`config.mk`:
```
export PLATFORM = sky130hd
export DESIGN_NAME = grng_burst_ctrl
export DESIGN_NICKNAME = d
export VERILOG_FILES = /design/src/rtl/grng_burst_ctrl.sv
export SDC_FILE = /design/constraint.sdc
export NUM_CORES = 1
export LEC_CHECK = 0
export CAP_MARGIN = 20
export CORE_ASPECT_RATIO = 1.25
export CORE_MARGIN = 3
export CORE_UTILIZATION = 60
export CTS_CLUSTER_SIZE = 28
export DETAILED_ROUTE_END_ITERATION = 12
export PLACE_DENSITY = 0.92
export SLEW_MARGIN = 15
export SYNTH_ARGS = -nofsm -noshare
export SYNTH_HDL_FRONTEND = slang
export SYNTH_SLANG_ARGS = --single-unit
```
`constraint.sdc`:
```
create_clock -name clk -period 3.6 [get_ports clk]
set_input_delay 0.72 -clock clk [delete_from_list [all_inputs] [get_ports clk]]
set_output_delay 0.72 -clock clk [all_outputs]
set_load 0.02 [all_outputs]
```
`src/rtl/grng_burst_ctrl.sv`:
```
// Burst controller for a Gaussian RNG: discards pipeline warm-up, round-robin
// grants two requesters, and streams len samples per grant through a small FIFO.
module grng_burst_ctrl #(
    parameter int WARMUP = 8,
    parameter int DEPTH  = 4
) (
    input  logic        clk,
    input  logic        reset,
    input  logic [15:0] grng_sample,
    input  logic [1:0]  req,
    input  logic [7:0]  len0,
    input  logic [7:0]  len1,
    output logic [1:0]  grant,
    output logic        busy,
    output logic [15:0] out_data,
    output logic        out_valid,
    input  logic        out_ready,
    output logic        out_last,
    output logic        out_id
);

    localparam int AW   = $clog2(DEPTH);
    localparam int CNTW = AW + 1;
    localparam int CW   = (WARMUP > 1) ? $clog2(WARMUP) : 1;
    localparam logic [CNTW-1:0] FULL = CNTW'(DEPTH);

    typedef enum logic [1:0] {WARM, IDLE, BURST, DRAIN} state_t;

    typedef struct packed {
        logic        last;
        logic        id;
        logic [15:0] data;
    } entry_t;

    state_t          state;
    entry_t          mem [DEPTH];
    logic [AW-1:0]   wr_ptr, rd_ptr;
    logic [CNTW-1:0] count;
    logic [8:0]      remaining;
    logic [CW-1:0]   warm_cnt;
    logic            last_gnt, own_id;
    logic            push, pop, win_id;
    logic [7:0]      win_len;

    assign out_valid = (count != '0);
    assign out_data  = mem[rd_ptr].data;
    assign out_last  = mem[rd_ptr].last;
    assign out_id    = mem[rd_ptr].id;

    assign pop  = out_valid && out_ready;
    // Full blocks the push even when a pop frees a slot on the same edge.
    assign push = (state == BURST) && (remaining != '0) && (count != FULL);

    // Requester 1 wins when alone, or when both ask and 0 had the last grant.
    assign win_id  = req[1] && (!req[0] || !last_gnt);
    assign win_len = win_id ? len1 : len0;

    always_ff @(posedge clk or negedge reset) begin
        if (!reset) begin
            state     <= WARM;
            busy      <= 1'b1;
            grant     <= 2'b00;
            warm_cnt  <= '0;
            wr_ptr    <= '0;
            rd_ptr    <= '0;
            count     <= '0;
            remaining <= '0;
            last_gnt  <= 1'b1;
            own_id    <= 1'b0;
            for (int i = 0; i < DEPTH; i++) mem[i] <= '0;
        end else begin
            grant <= 2'b00;
            case (state)
                WARM: begin
                    if (warm_cnt == CW'(WARMUP - 1)) begin
                        state <= IDLE;
                        busy  <= 1'b0;
                    end else begin
                        warm_cnt <= warm_cnt + CW'(1);
                    end
                end
                IDLE: begin
                    if (req != 2'b00) begin
                        state     <= BURST;
                        busy      <= 1'b1;
                        grant     <= win_id ? 2'b10 : 2'b01;
                        last_gnt  <= win_id;
                        own_id    <= win_id;
                        remaining <= (win_len == 8'd0) ? 9'd256 : {1'b0, win_len};
                    end
                end
                BURST: begin
                    if (push && remaining == 9'd1) state <= DRAIN;
                end
                DRAIN: begin
                    if (pop && out_last) begin
                        state <= IDLE;
                        busy  <= 1'b0;
                    end
                end
                default: state <= WARM;
            endcase

            if (push) begin
                mem[wr_ptr] <= '{last: (remaining == 9'd1), id: own_id, data: grng_sample};
                wr_ptr      <= wr_ptr + AW'(1);
                remaining   <= remaining - 9'd1;
            end
            if (pop) rd_ptr <= rd_ptr + AW'(1);

            case ({push, pop})
                2'b10:   count <= count + CNTW'(1);
                2'b01:   count <= count - CNTW'(1);
                default: count <= count;
            endcase
        end
    end

endmodule

```
==> results of run 1 <==
logic make-up after synthesis:
family	count (synthesis)	share of synthesized area
multiplexers	98	0.278
AO/OA/AOI/OAI	36	0.0538
AND/OR/NAND/NOR	57	0.0629
XOR/XNOR	7	0.0131
buffers and inverters	22	0.0196
flip-flops	98	0.526
adder cells (fa/ha/maj)	17	0.0471
synth_stat cells, drive strengths merged:
cell type	n	area, um^2
nor3	3	15.0
nor4b	1	8.76
a21boi	1	7.51
o32a	1	10.0
or4	1	7.51
mux2	73	822
nor4	6	43.8
nor2	15	56.3
dfstp	2	52.6
nor3b	2	15.0
a21oi	4	20.0
and2	1	6.26
fa	1	20.0
a221o	1	10.0
o211ai	6	45.0
o21ai	12	60.1
xnor2	3	26.3
buf	8	38.8
nand2b	4	25.0
nand3b	1	7.51
mux2i	7	70.1
nand3	2	10.0
or3	2	12.5
a32oi	3	26.3
xor2	4	35.0
ha	16	200
a31oi	1	6.26
mux4	18	405
nand2	17	73.8
nor2b	2	12.5
a211oi	2	27.5
inv	12	45.0
clkbuf	2	7.51
o21a	2	15.0
dfrtp	96	2400
o31a	1	8.76
a21o	2	15.0
registers in the layout, summed over array words and instances (netlist names):
name,count
state,2
busy,1
warm_cnt,3
grant,2
count,3
rd_ptr,2
last_gnt,1
own_id,1
wr_ptr,2
mem,72
remaining,9
cell type report:
cell class	count	share of cell area
Inverter	12	0.00806
Clock inverter	6	0.0204
Clock buffer	10	0.0228
Timing Repair Buffer	62	0.109
Multi-Input combinational cell	215	0.380
Sequential cell	98	0.439
Tap cell	92	0.0206
worst max-delay path: stages, from the launching register on:
cell	delay (ns)
dfrtp_1	0.96
mux4_2	0.38
clkdlybuf4s50_1	0.63
stage by stage:
step | total power, mW | util | hold WS, ns
6_report | 5.26 | 0.746 | 0.296
5_1_grt | 5.61 | 0.746 | 0.316
4_1_cts | 5.31 | 0.746 | 0.297
3_5_place_dp | 4.46 | 0.714 | 0.482
3_3_place_gp | 4.32 | 0.714 | 0.463
2_1_floorplan | 3.62 | - | 0.424
per-layer routing:
| layer | wire length (um) | GRT usage | share of wire | up-vias |
|---|---|---|---|---|
| met5 | 0 | 0 | 0 | - |
| met4 | 136 | 0.0679 | 0.015 | 0 |
| met3 | 353 | 0.0363 | 0.040 | 13 |
| met2 | 4850 | 0.391 | 0.55 | 77 |
| met1 | 3540 | 0.273 | 0.40 | 1504 |
| li1 | - | - | - | 1347 |
power by group:
group          internal (mW)  switching (mW)
logic                   1.34            1.04
clock network          0.465           0.376
registers               1.65           0.383
worst min path at each step:
stage / depth (start not counted) / slack [ns] / to
global placement: 2 / 0.46 / mem[35]
floorplan: 0 / 0.42 / count[0]
CTS: 1 / 0.30 / warm_cnt[1]
detailed placement: 1 / 0.48 / warm_cnt[0]
global route: 1 / 0.32 / state[1]
finish: 1 / 0.30 / warm_cnt[1]
==> reports/qor.txt, run 1 <==
Tcrit/Tclk final -> 0.848
Post-Syn Area -> 0.00467 mm^2
clk_lat worst skew -> 0.36 ns
Placed Cells -> 479
RSZ-0062 raised after global routing -> no
yosys warns -> 0
setup bufs post-CTS -> 0
TritonCTS Sinks -> 98
largest net degree at the start of global routing -> 35
antenna-violating nets left -> 0
crit end category -> output pin
reg2reg setup slack -> 0.67 ns
R2R cell count -> 9
multi-input logic area -> 0.00212 mm^2
initial DRC count -> 207
total CTS buffers -> 9
Critical Path Source -> rd_ptr[1]
most frequent cells in the layout -> 96 x dfrtp_1, 73 x mux2_2, 57 x clkdlybuf4s50_1
endpoints failing setup -> 0
area of the die -> 0.00889 mm^2
final std cells w/o fill -> 495
Layout area overhead -> 19.7%
All-Layer GR Usage -> 0.220
setup TNS -> 0 ns
Worst-Margin Slew -> 0.933 ns
Reg clk slew, reported paths -> 0.09 ns
static leakage power -> 2.36 nW
drc violations -> 0
buffers added on ports -> 58
Max Slew Vio Count -> 0
critical path data arrival time -> 2.33 ns
IO Pins -> 59
core area -> 0.00749 mm^2
num rows -> 35
Worst Skew -> 0.00921 ns
Starting Density -> 0.624
CP Launch Type -> register
final instance area -> 0.00559 mm^2
H-Tree Depth -> 3
status -> completed
Reg area -> 0.00245 mm^2
Setup Slack @ Placement -> 0.724 ns
Setup Crit Path Kind -> reg -> out
number of diodes -> 0
via count -> 2941
post-layout min period -> 3.05 ns
maximum vdd drop -> 540 uV
CTS tree -> built
FMAX -> 328 MHz
TritonRoute pass-1 iters -> 5
global-route wire length before repair -> 15600 um
Cells after Synth -> 335
Syn Area/Cell -> 13.9 um^2
syn nets -> 389
vias in the first global route -> 3272
commonest non-fill, non-tap cell in the layout -> dfrtp_1
Max-Cap Viols -> 0
Routed WL -> 8880 um
total global routing overflow -> 0
Slew HR -> 0.378
routability cong. -> 0.823
CP endpoint -> out_last
post-DP HPWL -> 6300 um
fill cell count -> 458
Crit Reg-Reg Startpoint -> remaining[0]
synth unique cells -> 43
Seq/Total Area, Yosys -> 0.526
RR Endpoint -> count[1]
nets@finish -> 452
Final Hold Vio Count -> 0
root buf cell -> clkbuf_8
Hold-fix buffers, CTS -> 0
Pwr Density -> 941 mW/mm^2
fin worst setup slack -> 0.549 ns
vias per cell -> 5.94
Worst Path Max Fanout -> 19
Critical Path RT -> 2.88 ns
initial antenna violation count -> 0
DIE HEIGHT -> 105 um
WL per Instance -> 17.9 um
share of cells above drive strength 1 -> 0.298
post-cts resize count -> 0
DIE WIDTH -> 84.9 um
number of synthesized register bits -> 98
Placed Area -> 0.00535 mm^2
clock buffer depth -> 2
Min-Delay Path Class -> in -> async
Note: power is estimated with default switching activity, not from simulation.
==> run 2: changes to the inputs <==
Settings changed: CORE_UTILIZATION 60 to 55, PLACE_DENSITY 0.92 to 0.86.
Clock period 3.6 ns to 2.95 ns, I/O delays scaled along.
==> run 2 against run 1 <==
  * Count of clock-buffer cells in the layout up 1
  * Cell area up 0.51%
  * Combinational power grew 26%
  * Power grew 22%
  * Cell count up 1.2%
  * Sequential share of layout area down 0.23 points
  * Worst hold slack got worse by 0.10 ns
  * Clock skew rose by 0.0013 ns
  * Critical endpoint is now out_data[11]
==> reports/qor.txt, run 2 (synthesis gave the netlist of run 1 again) <==
critical path data arrival time -> 2.18 ns
drc violations -> 0
total CTS buffers -> 9
share of cells above drive strength 1 -> 0.303
reg2reg setup slack -> 0.30 ns
post-layout min period -> 2.77 ns
Final Hold Vio Count -> 0
setup bufs post-CTS -> 0
area of the die -> 0.00964 mm^2
most frequent cells in the layout -> 96 x dfrtp_1, 73 x mux2_2, 57 x clkdlybuf4s50_1
clk_lat worst skew -> 0.37 ns
initial DRC count -> 116
worst hold margin -> 0.194 ns
TritonRoute pass-1 iters -> 5
Layout area overhead -> 20.3%
setup TNS -> 0 ns
Min-Delay Path Class -> in -> async
Pwr Density -> 1140 mW/mm^2
final instance area -> 0.00562 mm^2
WL per Instance -> 18.1 um
largest net degree at the start of global routing -> 42
antenna-violating nets left -> 0
CTS tree -> built
FMAX -> 361 MHz
routability cong. -> 0.743
CP Launch Type -> register
commonest non-fill, non-tap cell in the layout -> dfrtp_1
Most flops, register -> mem
static leakage power -> 2.37 nW
Routed WL -> 9090 um
Worst-Margin Slew -> 0.570 ns
Starting Density -> 0.583
final std cells w/o fill -> 501
fill cell count -> 587
Worst Skew -> 0.0105 ns
clock buffer depth -> 2
Reg clk slew, reported paths -> 0.09 ns
nets@finish -> 455
DIE WIDTH -> 88.4 um
global-route wire length before repair -> 15500 um
vias per cell -> 5.83
Worst Path Max Fanout -> 17
Top Registers -> mem: 72 flops, remaining: 9 flops
IO Pins -> 59
H-Tree Depth -> 3
core area -> 0.00802 mm^2
crit end category -> output pin
RSZ-0062 raised after global routing -> no
endpoints failing setup -> 0
buffers added on ports -> 58
initial antenna violation count -> 0
Max Slew Vio Count -> 0
number of diodes -> 0
Placed Area -> 0.00540 mm^2
Slew HR -> 0.619
All-Layer GR Usage -> 0.213
Hold-fix buffers, CTS -> 0
vias in the first global route -> 3170
DIE HEIGHT -> 109 um
Crit Reg-Reg Startpoint -> remaining[0]
Max-Cap Viols -> 0
num rows -> 36
TritonCTS Sinks -> 98
post-cts resize count -> 0
status -> completed
R2R cell count -> 11
max reg flops -> 72
Tcrit/Tclk final -> 0.940
post-layout util -> 0.701
post-DP HPWL -> 6300 um
total global routing overflow -> 0
Critical Path RT -> 2.36 ns
Setup Crit Path Kind -> reg -> out
via count -> 2922
maximum vdd drop -> 525 uV
RR Endpoint -> count[2]
Placed Cells -> 485
root buf cell -> clkbuf_8
## run 2: cell count changes in the layout (fill, tap and decap cells not counted), sizes merged
cell and delta:
buf +3, bufinv -1, clkbuf +1, clkinv +1
inv -1
## run 2: worst max-delay path by stage
stage,startpoint,end
after floorplan,remaining[0],count[2]
after global placement,remaining[0],count[2]
after detailed placement,remaining[0],count[2]
after CTS,rd_ptr[0],out_data[10]
after global routing,rd_ptr[0],out_data[15]
final,rd_ptr[0],out_data[11]
## run 2: final cells by class
class / instances / area [um^2] / share of cell area
multi-input cells: 215 / 2120 / 0.378
inverters: 12 / 45.0 / 0.00802
flip-flops and latches: 98 / 2450 / 0.437
well taps: 95 / 119 / 0.0212
clock buffers: 11 / 141 / 0.0252
clock inverters: 5 / 77.6 / 0.0138
repair buffers: 65 / 656 / 0.117
## run 2: worst max-delay path: stages (launching register included)
cell             delay [ns]
dfrtp_1                0.49
buf_12                 0.23
mux4_2                 0.54
clkdlybuf4s50_1        0.55
## run 2: report_power, final
part | total, mW | internal, mW | switching (mW)
clock network | 0.950 | 0.498 | 0.451
registers | 2.43 | 2.01 | 0.416
logic | 3.02 | 1.68 | 1.34
## run 2: per-stage QoR
stage	worst slack, ns	power (mW)
floorplan	0.483	4.42
global placement	0.479	5.33
detailed placement	0.299	5.51
CTS	0.145	6.46
global route	0.0701	6.83
finish	0.176	6.40
## run 2: routing by layer
layer  GRT usage  up-vias  part of all wire
met5           0        -                 0
met4      0.0983        0             0.025
met3      0.0385       16             0.033
met2       0.359       65              0.52
met1       0.265     1483              0.42
li1            -     1358                 -
